## src/rtl/alu_pkg.sv

```systemverilog
// Shared ALU definitions: ALUFun encodings, group field values and the
// arbiter FSM state type used by the sharing wrapper.
package alu_pkg;

    localparam int DATA_W = 32;
    localparam int FUN_W  = 6;

    localparam logic [FUN_W-1:0] ALU_ADD   = 6'b000000;
    localparam logic [FUN_W-1:0] ALU_SUB   = 6'b000001;
    localparam logic [FUN_W-1:0] ALU_AND   = 6'b011000;
    localparam logic [FUN_W-1:0] ALU_OR    = 6'b011110;
    localparam logic [FUN_W-1:0] ALU_XOR   = 6'b010110;
    localparam logic [FUN_W-1:0] ALU_NOR   = 6'b010001;
    localparam logic [FUN_W-1:0] ALU_PASSA = 6'b011010;
    localparam logic [FUN_W-1:0] ALU_SLL   = 6'b100000;
    localparam logic [FUN_W-1:0] ALU_SRL   = 6'b100001;
    localparam logic [FUN_W-1:0] ALU_SRA   = 6'b100011;
    localparam logic [FUN_W-1:0] ALU_EQ    = 6'b110011;
    localparam logic [FUN_W-1:0] ALU_NEQ   = 6'b110001;
    localparam logic [FUN_W-1:0] ALU_LT    = 6'b110101;
    localparam logic [FUN_W-1:0] ALU_LEZ   = 6'b111101;
    localparam logic [FUN_W-1:0] ALU_LTZ   = 6'b111011;
    localparam logic [FUN_W-1:0] ALU_GTZ   = 6'b111111;

    // ALUFun[5:4] selects the functional group inside the ALU.
    localparam logic [1:0] GRP_ARITH = 2'b00;
    localparam logic [1:0] GRP_LOGIC = 2'b01;
    localparam logic [1:0] GRP_SHIFT = 2'b10;
    localparam logic [1:0] GRP_CMP   = 2'b11;

    typedef enum logic [1:0] {
        ST_IDLE = 2'd0,
        ST_EXEC = 2'd1,
        ST_RESP = 2'd2
    } state_e;

    function automatic logic [1:0] alu_group(input logic [FUN_W-1:0] fun);
        return fun[5:4];
    endfunction

endpackage

```

## src/rtl/alu_rr_pick.sv

```systemverilog
// Combinational round-robin picker: first valid requester at or after ptr,
// wrapping modulo NUM_REQ.
module alu_rr_pick #(
    parameter int NUM_REQ = 2,
    parameter int ID_W    = 1
) (
    input  logic [NUM_REQ-1:0] req_valid_i,
    input  logic [ID_W-1:0]    ptr_i,
    output logic               any_o,
    output logic [ID_W-1:0]    winner_o
);

    logic [NUM_REQ-1:0] rot;
    logic [NUM_REQ:0]   seen;
    logic [NUM_REQ-1:0] first;
    logic [ID_W-1:0]    cand      [NUM_REQ];
    logic [ID_W-1:0]    win_chain [NUM_REQ+1];

    // Rotate so that bit 0 of rot is the requester ptr points at.
    assign rot          = NUM_REQ'({req_valid_i, req_valid_i} >> ptr_i);
    assign seen[0]      = 1'b0;
    assign win_chain[0] = '0;

    for (genvar gi = 0; gi < NUM_REQ; gi++) begin : g_scan
        logic [ID_W:0] sum;
        assign sum      = {1'b0, ptr_i} + (ID_W+1)'(gi);
        assign cand[gi] = (sum >= (ID_W+1)'(NUM_REQ)) ? ID_W'(sum - (ID_W+1)'(NUM_REQ))
                                                      : sum[ID_W-1:0];
        assign first[gi]       = rot[gi] & ~seen[gi];
        assign seen[gi+1]      = seen[gi] | rot[gi];
        assign win_chain[gi+1] = win_chain[gi] | ({ID_W{first[gi]}} & cand[gi]);
    end

    assign any_o    = seen[NUM_REQ];
    assign winner_o = win_chain[NUM_REQ];

endmodule

```

## src/rtl/alu_share_arbiter.sv

```systemverilog
// Shares one combinational ALU between NUM_REQ requesters: round-robin
// accept, one EXEC cycle on registered operands, tagged response held until taken.
module alu_share_arbiter
    import alu_pkg::*;
#(
    parameter int NUM_REQ = 2,
    parameter int ID_W    = 1
) (
    input  logic                    clk_i,
    input  logic                    rst_ni,
    input  logic [NUM_REQ-1:0]      req_valid_i,
    output logic [NUM_REQ-1:0]      req_ready_o,
    input  logic [32*NUM_REQ-1:0]   req_a_i,
    input  logic [32*NUM_REQ-1:0]   req_b_i,
    input  logic [6*NUM_REQ-1:0]    req_fun_i,
    input  logic [NUM_REQ-1:0]      req_sign_i,
    output logic [31:0]             alu_a_o,
    output logic [31:0]             alu_b_o,
    output logic [5:0]              alu_fun_o,
    output logic                    alu_sign_o,
    input  logic [31:0]             alu_out_i,
    output logic                    rsp_valid_o,
    input  logic                    rsp_ready_i,
    output logic [ID_W-1:0]         rsp_id_o,
    output logic [31:0]             rsp_data_o,
    output logic                    busy_o
);

    state_e             state_q, state_d;
    logic [ID_W-1:0]    ptr_q, ptr_d;
    logic [ID_W-1:0]    pend_id_q;
    logic [31:0]        alu_a_q, alu_b_q, rsp_data_q;
    logic [5:0]         alu_fun_q;
    logic               alu_sign_q, rsp_valid_q;
    logic [ID_W-1:0]    rsp_id_q;

    logic               any;
    logic [ID_W-1:0]    winner;
    logic               window;
    logic               accept;
    logic [NUM_REQ-1:0] grant_vec;

    logic [31:0]        a_arr   [NUM_REQ];
    logic [31:0]        b_arr   [NUM_REQ];
    logic [5:0]         fun_arr [NUM_REQ];

    for (genvar gi = 0; gi < NUM_REQ; gi++) begin : g_unpack
        assign a_arr[gi]     = req_a_i[gi*32 +: 32];
        assign b_arr[gi]     = req_b_i[gi*32 +: 32];
        assign fun_arr[gi]   = req_fun_i[gi*6 +: 6];
        assign grant_vec[gi] = (winner == ID_W'(gi));
    end

    alu_rr_pick #(
        .NUM_REQ (NUM_REQ),
        .ID_W    (ID_W)
    ) u_pick (
        .req_valid_i (req_valid_i),
        .ptr_i       (ptr_q),
        .any_o       (any),
        .winner_o    (winner)
    );

    // A response handshake frees the datapath in the same cycle, so a new
    // operation can be accepted while the old result is being taken.
    assign window = (state_q == ST_IDLE) || ((state_q == ST_RESP) && rsp_ready_i);
    assign accept = window && any;

    always_ff @(posedge clk_i or negedge rst_ni) begin
        if (!rst_ni) begin
            state_q <= ST_IDLE;
        end else begin
            state_q <= state_d;
        end
    end

    always_comb begin
        state_d = state_q;
        unique case (state_q)
            ST_IDLE: if (accept) state_d = ST_EXEC;
            ST_EXEC: state_d = ST_RESP;
            ST_RESP: if (rsp_ready_i) state_d = accept ? ST_EXEC : ST_IDLE;
            default: state_d = ST_IDLE;
        endcase
    end

    always_comb begin
        req_ready_o = accept ? grant_vec : '0;
        busy_o      = (state_q != ST_IDLE);
    end

    always_comb begin
        ptr_d = ptr_q;
        if (accept) begin
            ptr_d = (winner == ID_W'(NUM_REQ-1)) ? '0 : winner + 1'b1;
        end
    end

    always_ff @(posedge clk_i or negedge rst_ni) begin
        if (!rst_ni) begin
            ptr_q       <= '0;
            pend_id_q   <= '0;
            alu_a_q     <= '0;
            alu_b_q     <= '0;
            alu_fun_q   <= '0;
            alu_sign_q  <= 1'b0;
            rsp_data_q  <= '0;
            rsp_id_q    <= '0;
            rsp_valid_q <= 1'b0;
        end else begin
            ptr_q <= ptr_d;
            if (accept) begin
                alu_a_q    <= a_arr[winner];
                alu_b_q    <= b_arr[winner];
                alu_fun_q  <= fun_arr[winner];
                alu_sign_q <= req_sign_i[winner];
                pend_id_q  <= winner;
            end
            if (state_q == ST_EXEC) begin
                rsp_data_q  <= alu_out_i;
                rsp_id_q    <= pend_id_q;
                rsp_valid_q <= 1'b1;
            end else if ((state_q == ST_RESP) && rsp_ready_i) begin
                rsp_valid_q <= 1'b0;
            end
        end
    end

    assign alu_a_o     = alu_a_q;
    assign alu_b_o     = alu_b_q;
    assign alu_fun_o   = alu_fun_q;
    assign alu_sign_o  = alu_sign_q;
    assign rsp_valid_o = rsp_valid_q;
    assign rsp_id_o    = rsp_id_q;
    assign rsp_data_o  = rsp_data_q;

endmodule

```

## config.mk

```make
export PLATFORM = sky130hd
export DESIGN_NAME = alu_share_arbiter
export DESIGN_NICKNAME = d
export VERILOG_FILES = /design/src/rtl/alu_pkg.sv /design/src/rtl/alu_rr_pick.sv /design/src/rtl/alu_share_arbiter.sv
export SDC_FILE = /design/constraint.sdc
export NUM_CORES = 1
export LEC_CHECK = 0
export ABC_AREA = 1
export CAP_MARGIN = 20
export CELL_PAD_IN_SITES_DETAIL_PLACEMENT = 1
export CELL_PAD_IN_SITES_GLOBAL_PLACEMENT = 1
export CORE_AREA = 2 2 111 113
export DETAILED_ROUTE_END_ITERATION = 10
export DIE_AREA = 0 0 113 115
export DONT_BUFFER_PORTS = 1
export PLACE_DENSITY_LB_ADDON = 0.1
export SLEW_MARGIN = 20
export SYNTH_ARGS = -nofsm -noshare
export SYNTH_HDL_FRONTEND = slang
export SYNTH_SLANG_ARGS = --single-unit
```

## constraint.sdc

```tcl
create_clock -name clk_i -period 3 [get_ports clk_i]
set_input_delay 0.9 -clock clk_i [delete_from_list [all_inputs] [get_ports clk_i]]
set_output_delay 0.9 -clock clk_i [all_outputs]
set_load 0.01 [all_outputs]
```

==> results of run 1 <==
-- layout make-up --
type                    instances  share of cell area (%)
repair buffers                  6                    1.06
multi-input cells             544                    39.8
flip-flops and latches        109                    50.1
inverters                       7                   0.483
clock inverters                 5                   0.667
clock buffers                  11                    4.46
well taps                     147                    3.38
-- state kept, by name, summed over array words and instances, names as in the netlist --
| signal | cells |
|---|---|
| pend_id_q | 1 |
| rsp_id_o | 1 |
| state_q | 2 |
| rsp_data_o | 32 |
| rsp_valid_o | 1 |
| ptr_q | 1 |
| alu_b_o | 32 |
| alu_sign_o | 1 |
| alu_fun_o | 6 |
| alu_a_o | 32 |
-- power breakdown --
group	internal (mW)	leakage [nW]	switching [mW]
combinational	0.494	1.61	1.05
sequential	2.17	1.35	0.920
clock	0.587	0.128	0.541
total	3.25	3.09	2.51
-- layout by cell type (no fill, tap or decap), drive strengths merged --
master	Yosys	layout
o21ai	4	4
nand2	463	463
clkinvlp	0	3
dfrtp	109	109
clkinv	0	2
buf	17	6
nand3	72	72
nor2	5	5
clkbuf	25	11
inv	7	7
-- how the worst min path moves through the flow --
stage                                          to  depth (start not counted)                  start
final                     alu_a_o[12]$_DFFE_PN0P_                          0                 rst_ni
after floorplan                 ptr_q$_DFFE_PN0P_                          2      ptr_q$_DFFE_PN0P_
after detailed placement    pend_id_q$_DFFE_PN0P_                          2  pend_id_q$_DFFE_PN0P_
after global routing      alu_a_o[12]$_DFFE_PN0P_                          0                 rst_ni
after CTS                 alu_a_o[12]$_DFFE_PN0P_                          0                 rst_ni
after global placement          ptr_q$_DFFE_PN0P_                          2      ptr_q$_DFFE_PN0P_
-- kinds of logic (layout without fill, tap and decap cells) --
group                  count (synthesis)  after routing  synth area share (%)
DFF                                  109            109                  53.6
buffers and inverters                 49             29                  4.03
AOI/OAI and AO/OA                      4              4                 0.467
and+or+nand+nor                      540            540                  41.9
-- metrics by stage --
step / setup WS, ps / util [%]
floorplan: 555 / -
global placement: 741 / 43.7
detailed placement: 712 / 43.7
CTS: 711 / 46.1
global route: 659 / 46.1
finish: 724 / 46.1
-- per-layer routing --
| layer | wire, um | share of wire (%) | GRT usage (%) |
|---|---|---|---|
| met1 | 5780 | 38 | 26.5 |
| met2 | 7550 | 50 | 40.2 |
| met3 | 1430 | 9.4 | 6.43 |
| met4 | 365 | 2.4 | 8.78 |
| met5 | 0 | 0 | 0 |
==> reports/metrics.cfg, run 1 <==
[setup_path]
crit_type=in2out
cp_max_fo=4
critical-path-max-stage-delay_ps=250
cp-start-kind=input pin
path_depth=4
reg2reg_setup_slack_ps=1260
worstSetupEndpoint=req_ready_o[0]
slowest_stage=o21ai_1
required_ps=2100
cp.arrival_ps=1380
crit_path_cell_trace=o21ai_1 -> nor2_4 -> nand2_1 -> inv_1
timing.rr.start=state_q[1]$_DFFE_PN0P_
crit_buf_inv=1
critPathTopFamily=compound AO/OA/AOI/OAI gates
crit_path_end_kind=output port
reg2reg_to=alu_b_o[15]$_DFFE_PN0P_
r2r_cells=5
crit_start=rsp_ready_i

[cells_and_area]
multi_input_area_um2=2170
seq_area_um2=2730
nets=856
final_cells=829
syn_to_final_growth_pct=6.91
postLayoutCellArea_um2=5440
nFillCells=1503
n_antenna_cell=0
drive_above_1_share_pct=4.40

[synth]
yosys_warnings=0
synth_common_cells=462 x nand2_1, 109 x dfrtp_1, 72 x nand3_1
yosysMostFrequentCell=nand2_1
ys_seq_area_share_pct=53.6
netlist_top_cells_area=dfrtp_1 54%, nand2_1 34%, nand3_1 7.1%, clkbuf_1 1.8%, buf_2 1.7%
synth_cells=702
synthFlopType=dfrtp_1
yosys.area.top_type=dfrtp_1
synth_top_area_share_pct=53.6
netlist_area_um2=5090
avgSynthCellArea_um2=7.25
postSynth.asyncResetShare_pct=100
ys_ff_latch=109
yosysUniqueCellTypes=14
synth_edf_count=0
synth_fp_nets=881

[timing]
clock_skew_ps=6.68
finalCritPeriodShare_pct=75.9
worst_pin_slew_ps=842
rsz0062_at_grt=no
hold_viol_final=0
slew_violations=0
fin_tns_setup_ps=0
maxSlewHeadroom_pct=43.6
fmax_ghz=0.439
period_minus_slack_ps=2280
finalSetupViolCount=0
worst_hold_slack_ps=244

[clocking]
cts_hold_buffers=0
clockBufferDepth=2
clk_latency_ps=350
cts.clk_slew.worst_paths_ps=70
numCtsBuffers=9
cts_tree=yes
htreeDepth=3
cts_setup_buffers=0
cts_resized=0
cts_root_buf=clkbuf_16
cts.sinks=109

[grt]
grt_pass1_wl_um=23200
grt_pass1_vias=4453
overflow=0
gr-usage-all-layers_pct=22.8
grt_antenna_before_repair=0
grt_max_degree=110

[routing]
wl_per_cell_um=18.2
drt_iter0_markers=229
vias_per_cell=5.27
drt_wl_total_um=15100
post-route-drc-count=19
first_pass_iters=9
route.vias.total=4366
drtAntennaViolNets=0

[run_status]
violations=design-rule violations
status=complete, but fails checks

[power]
ir_drop_mv=0.552
leakagePower_nw=3.09
p_total_mw=5.76
p_per_area_nw_per_um2=1060

[floorplanning]
die_area_um2=13000
core-area_um2=11800
die-height_um=115
initial_core_util_pct=43.1
die_w_um=113
pin_count=287
num_rows=40

[flow_run]
maxCapViolCount=0

[placed_design]
hpwl_um=10600
dpl-instance-area_um2=5160
dp.cells=813
gp_congestion=0.787
portBuffers=0

[min_path]
hp-class=in2async

No activity file was read; power rests on OpenSTA's default activity.
==> run 2, diff against run 1 <==
Settings changed: ABC_AREA 1 to 0, CORE_AREA 2 2 111 113 to 2 2 112 114, DIE_AREA 0 0 113 115 to 0 0 114 116.
Clock period 3 ns to 1.9 ns, I/O delays scaled along.
==> run 2 against run 1 <==
Effect of this change:
- the run ends with negative hold slack, negative setup slack left
- sequential power rose by 59%
- via count fell by 24%
- die area rose by 1.8%
- global-route usage fell by 3.0 points
- count of clock-buffer cells in the layout rose by 1
- clock skew fell by 2.6 ps
- utilization fell by 1.4 points
- combinational power rose by 94%
- first-iteration DRC count fell by 23%
- critical endpoint is now req_ready_o[1]
- largest power group unchanged
==> reports/metrics.cfg, run 2 <==
[synth]
postSynth.asyncResetShare_pct=100
netlist_top_cells_area=dfrtp_1 57%, a221o_1 15%, o31a_1 13%, mux2_2 7.8%, clkbuf_1 2.3%
yosys.area.top_type=dfrtp_1
synth_common_cells=109 x dfrtp_1, 71 x a221o_1, 71 x o31a_1
avgSynthCellArea_um2=13.9
yosysMostFrequentCell=dfrtp_1
synth_edf_count=0
ys_seq_area_share_pct=57.1
ys_ff_latch=109
synthFlopType=dfrtp_1
yosys_warnings=0
yosysUniqueCellTypes=19
synth_fp_nets=523
synth_cells=344
netlist_area_um2=4780
synth_top_area_share_pct=57.1

[routing]
vias_per_cell=6.74
route.vias.total=3301
post-route-drc-count=0
drtAntennaViolNets=0
first_pass_iters=4
wl_per_cell_um=27.7
drt_iter0_markers=176
drt_wl_total_um=13600

[setup_path]
crit_path_end_kind=output port
required_ps=1330
cp-start-kind=flip-flop
r2r_cells=5
cp.arrival_ps=1340
reg2reg_to=ptr_q$_DFFE_PN0P_
crit_type=reg2out
cp_max_fo=5
timing.rr.start=state_q[0]$_DFFE_PN0P_
reg2reg_setup_slack_ps=170

[floorplanning]
die-height_um=116
core-area_um2=11900
initial_core_util_pct=40.1
die_area_um2=13200
num_rows=40
die_w_um=114
pin_count=287

[grt]
grt_pass1_wl_um=19900
grt_pass1_vias=3482
gr-usage-all-layers_pct=19.7
grt_max_degree=110
grt_antenna_before_repair=0
overflow=0

[power]
p_total_mw=9.94
ir_drop_mv=0.570
power.switching_mw=3.55
power_frac_seq_pct=49.3
clockPowerShare_pct=20.5
sw_frac_of_total_pct=35.7
intPower_mw=6.40
leakagePower_nw=2.20
p_per_area_nw_per_um2=1870
comb_power_share_pct=30.1

[timing]
worst_pin_slew_ps=849
rsz0062_at_grt=yes
maxSlewHeadroom_pct=43.2
period_minus_slack_ps=1910
fmax_ghz=0.523
hold_viol_final=109
finalCritPeriodShare_pct=101
finalSetupViolCount=1
worst_hold_slack_ps=-83.3
timing.final.ws_setup_ps=-13.6
slew_violations=0
clock_skew_ps=4.04

[clocking]
clockBufferDepth=2
numCtsBuffers=9
cts.clk_slew.worst_paths_ps=70
cts_root_buf=clkbuf_16
cts_tree=yes
clk_latency_ps=350
cts.sinks=109
htreeDepth=3

[run_status]
status=complete, but fails checks
violations=negative hold slack, negative setup slack

[placed_design]
portBuffers=0
hpwl_um=9470
dp.cells=467
gp_congestion=0.737
place_ws_ps=-18.5

[cells_and_area]
nets=517
nFillCells=1206
utilization_pct=44.7
final_common_cell=dfrtp_1
layout_common_cells=108 x dfrtp_1, 71 x o31a_1, 71 x a221o_1
final_cells=490
drive_above_1_share_pct=23.6
n_antenna_cell=0
syn_to_final_growth_pct=11.4

[flow_run]
maxCapViolCount=0

[min_path]
hp-class=in2async

## run 2: cell types whose count changed in the layout (fill, tap and decap cells not counted), sizes merged, moves of 19 or more
cell and delta:
mux2 +33, buf +19, nand2 -463, nand3 -72
o31a +71, a221o +71
## run 2: power by group through the flow
stage	combinational [mW]	clock, mW	sequential, mW
after floorplan	2.47	0	4.59
after global placement	2.80	0	4.99
after detailed placement	2.93	0	5.00
after CTS	3.03	2.11	4.94
after global routing	3.29	2.20	5.06
final	3.00	2.04	4.90
## run 2: metal layers
metal / track usage [%] / part of all wire, % / wire, um
met5: 0 / 0 / 0
met4: 10.2 / 3.6 / 482
met3: 7.32 / 11 / 1460
met2: 32.4 / 49 / 6590
met1: 22.7 / 37 / 5030
## run 2: worst max-delay path, cell delays in order (launching register included)
cell	delay, ps
dfrtp_1	380
nor2b_4	160
nor4b_4	270
buf_4	190
## run 2: how the worst max path moves through the flow
stage                                    to                    from  slack [ps]
floorplan                    req_ready_o[0]          req_valid_i[0]         -90
finish                       req_ready_o[1]  state_q[1]$_DFFE_PN0P_         -10
detailed placement  alu_b_o[23]$_DFFE_PN0P_          req_valid_i[0]         -20
global placement    alu_b_o[23]$_DFFE_PN0P_          req_valid_i[0]          50
CTS                          req_ready_o[0]       ptr_q$_DFFE_PN0P_         -60
global route                 req_ready_o[1]  state_q[1]$_DFFE_PN0P_        -120
## run 2: cell type report
cell class,count,area [um^2],area share [%]
clock inverter,4,70.1,1.32
sequential,109,2730,51.3
timing repair buffer,25,225,4.23
clock buffer,12,256,4.82
multi-input combinational,189,1840,34.6
tap,147,184,3.46
inverter,4,15.0,0.282
## run 2: kinds of logic after synthesis
group	share of synthesized area, %
AO/OA/AOI/OAI	29.2
flip-flops	57.1
buffers and inverters	4.85
multiplexers	7.78
AND/OR/NAND/NOR	1.10
## run 2: stage by stage
stage	TNS, ps	cell area, um^2
2_1_floorplan	-91.7	4780
3_3_place_gp	0	4930
3_5_place_dp	-31.5	4930
4_1_cts	-89.3	5310
5_1_grt	-169	5320
6_report	-13.6	5320
## run 2: what timing repair did
| action | in CTS | in global routing |
|---|---|---|
| hold endpoints to repair | 109 | 109 |
| pin swaps | 1 | 1 |
| resized for setup | 1 | 0 |
| endpoints found under the setup margin | 2 | 2 |
| buffers inserted | 6 | 1 |
==> run 3, diff against run 2 <==
Settings changed: SKIP_CTS_REPAIR_TIMING set to 1.
==> run 3 against run 2 <==
Effect of this change:
- largest cell class unchanged
- power is essentially flat
- highest routed layer unchanged
- via count shrank 0.48%
- cell area grew 0.16%
- non-clock buffer count grew 1
- clock skew is essentially flat
- the flow still finishes with violations (negative hold slack, negative setup slack)
- register-to-register slack is essentially flat
==> reports/metrics.cfg, run 3 (synthesis gave the netlist of run 2 again) <==
[run_status]
status=complete, but fails checks
violations=negative hold slack, negative setup slack

[timing]
worst_hold_slack_ps=-83.6
timing.final.ws_setup_ps=-38.6
clock_skew_ps=3.54
finalSetupViolCount=1
hold_viol_final=109
fmax_ghz=0.516
worst_pin_slew_ps=853
maxSlewHeadroom_pct=43.0
period_minus_slack_ps=1940
fin_tns_setup_ps=-38.6
rsz0062_at_grt=yes
slew_violations=0
finalCritPeriodShare_pct=102

[routing]
drtAntennaViolNets=0
first_pass_iters=4
route.vias.total=3285
drt_wl_total_um=13500
vias_per_cell=6.69
drt_iter0_markers=162
post-route-drc-count=0
wl_per_cell_um=27.6

[clocking]
clk_latency_ps=350
cts_root_buf=clkbuf_16
htreeDepth=3
cts_tree=yes
cts.clk_slew.worst_paths_ps=70
clockBufferDepth=2
cts.sinks=109
numCtsBuffers=9

[power]
comb_power_share_pct=30.1
sw_frac_of_total_pct=35.6
power_frac_seq_pct=49.4
power.switching_mw=3.54
p_total_mw=9.95
p_per_area_nw_per_um2=1870
leakagePower_nw=2.21
clockPowerShare_pct=20.5
ir_drop_mv=0.569
intPower_mw=6.41

[min_path]
hp-class=in2async

[placed_design]
hpwl_um=9470
portBuffers=0
dp.cells=467
place_ws_ps=-18.5
gp_congestion=0.737

[cells_and_area]
final_common_cell=dfrtp_1
nFillCells=1209
syn_to_final_growth_pct=11.6
final_cells=491
n_antenna_cell=0
nets=518
layout_common_cells=107 x dfrtp_1, 71 x o31a_1, 71 x a221o_1
drive_above_1_share_pct=24.4

[setup_path]
required_ps=1330
reg2reg_to=alu_a_o[16]$_DFFE_PN0P_
timing.rr.start=ptr_q$_DFFE_PN0P_
cp_max_fo=3
r2r_cells=4
reg2reg_setup_slack_ps=160
cp.arrival_ps=1370
crit_path_end_kind=output port
cp-start-kind=flip-flop
crit_type=reg2out

[floorplanning]
initial_core_util_pct=40.1
die-height_um=116
core-area_um2=11900
die_area_um2=13200
pin_count=287
num_rows=40
die_w_um=114

[grt]
overflow=0
grt_pass1_wl_um=19700
grt_pass1_vias=3455
grt_antenna_before_repair=0
grt_max_degree=110
gr-usage-all-layers_pct=19.5

[flow_run]
maxCapViolCount=0

## run 3: cell types whose count changed in the layout (fill, tap and decap cells not counted)
cell / change
clkbuf_2: +1
dfrtp_1: -1
dfrtp_2: +1
nor2b_1: -1
nor2b_2: +1
## run 3: stage by stage
step	cell area [um^2]	util (%)
2_1_floorplan	4780	-
4_1_cts	5260	44.2
6_report	5330	44.7
5_1_grt	5330	44.7
3_5_place_dp	4930	41.4
3_3_place_gp	4930	41.4
## run 3: worst max path at each step
stage,start,to,slack [ps],cells past startpoint
final,ptr_q$_DFFE_PN0P_,req_ready_o[0],-40,2
after global routing,ptr_q$_DFFE_PN0P_,req_ready_o[0],-100,2
after CTS,state_q[0]$_DFFE_PN0P_,req_ready_o[0],-180,2
after detailed placement,req_valid_i[0],alu_b_o[23]$_DFFE_PN0P_,-20,4
after global placement,req_valid_i[0],alu_b_o[23]$_DFFE_PN0P_,50,4
after floorplan,req_valid_i[0],req_ready_o[0],-90,3
## run 3: per-layer routing
metal | part of all wire (%) | vias up | global-route usage, %
met1 | 38 | 1662 | 22.5
met4 | 3.5 | 0 | 10.6
met5 | 0 | - | 0
met2 | 48 | 194 | 31.7
met3 | 11 | 29 | 7.32
li1 | - | 1400 | -
## run 3: cell type report
type	count	area [um^2]	share of cell area, %
clock buffer	12	256	4.81
clock inverter	4	70.1	1.31
inverter	4	15.0	0.282
multi-input combinational	189	1840	34.6
sequential	109	2730	51.2
tap	147	184	3.45
timing repair buffer	26	230	4.32
## run 3: critical path: stages, from the launching register on
cell       delay (ps)
dfrtp_2           440
a2111oi_4         380
buf_4             200
## run 3: power groups by stage
stage	Sequential (mW)	Combinational, mW	Clock, mW
after floorplan	4.59	2.47	0
after global routing	5.08	3.30	2.20
after detailed placement	5.00	2.93	0
after CTS	4.96	2.93	2.11
after global placement	4.99	2.80	0
final	4.92	3.00	2.04
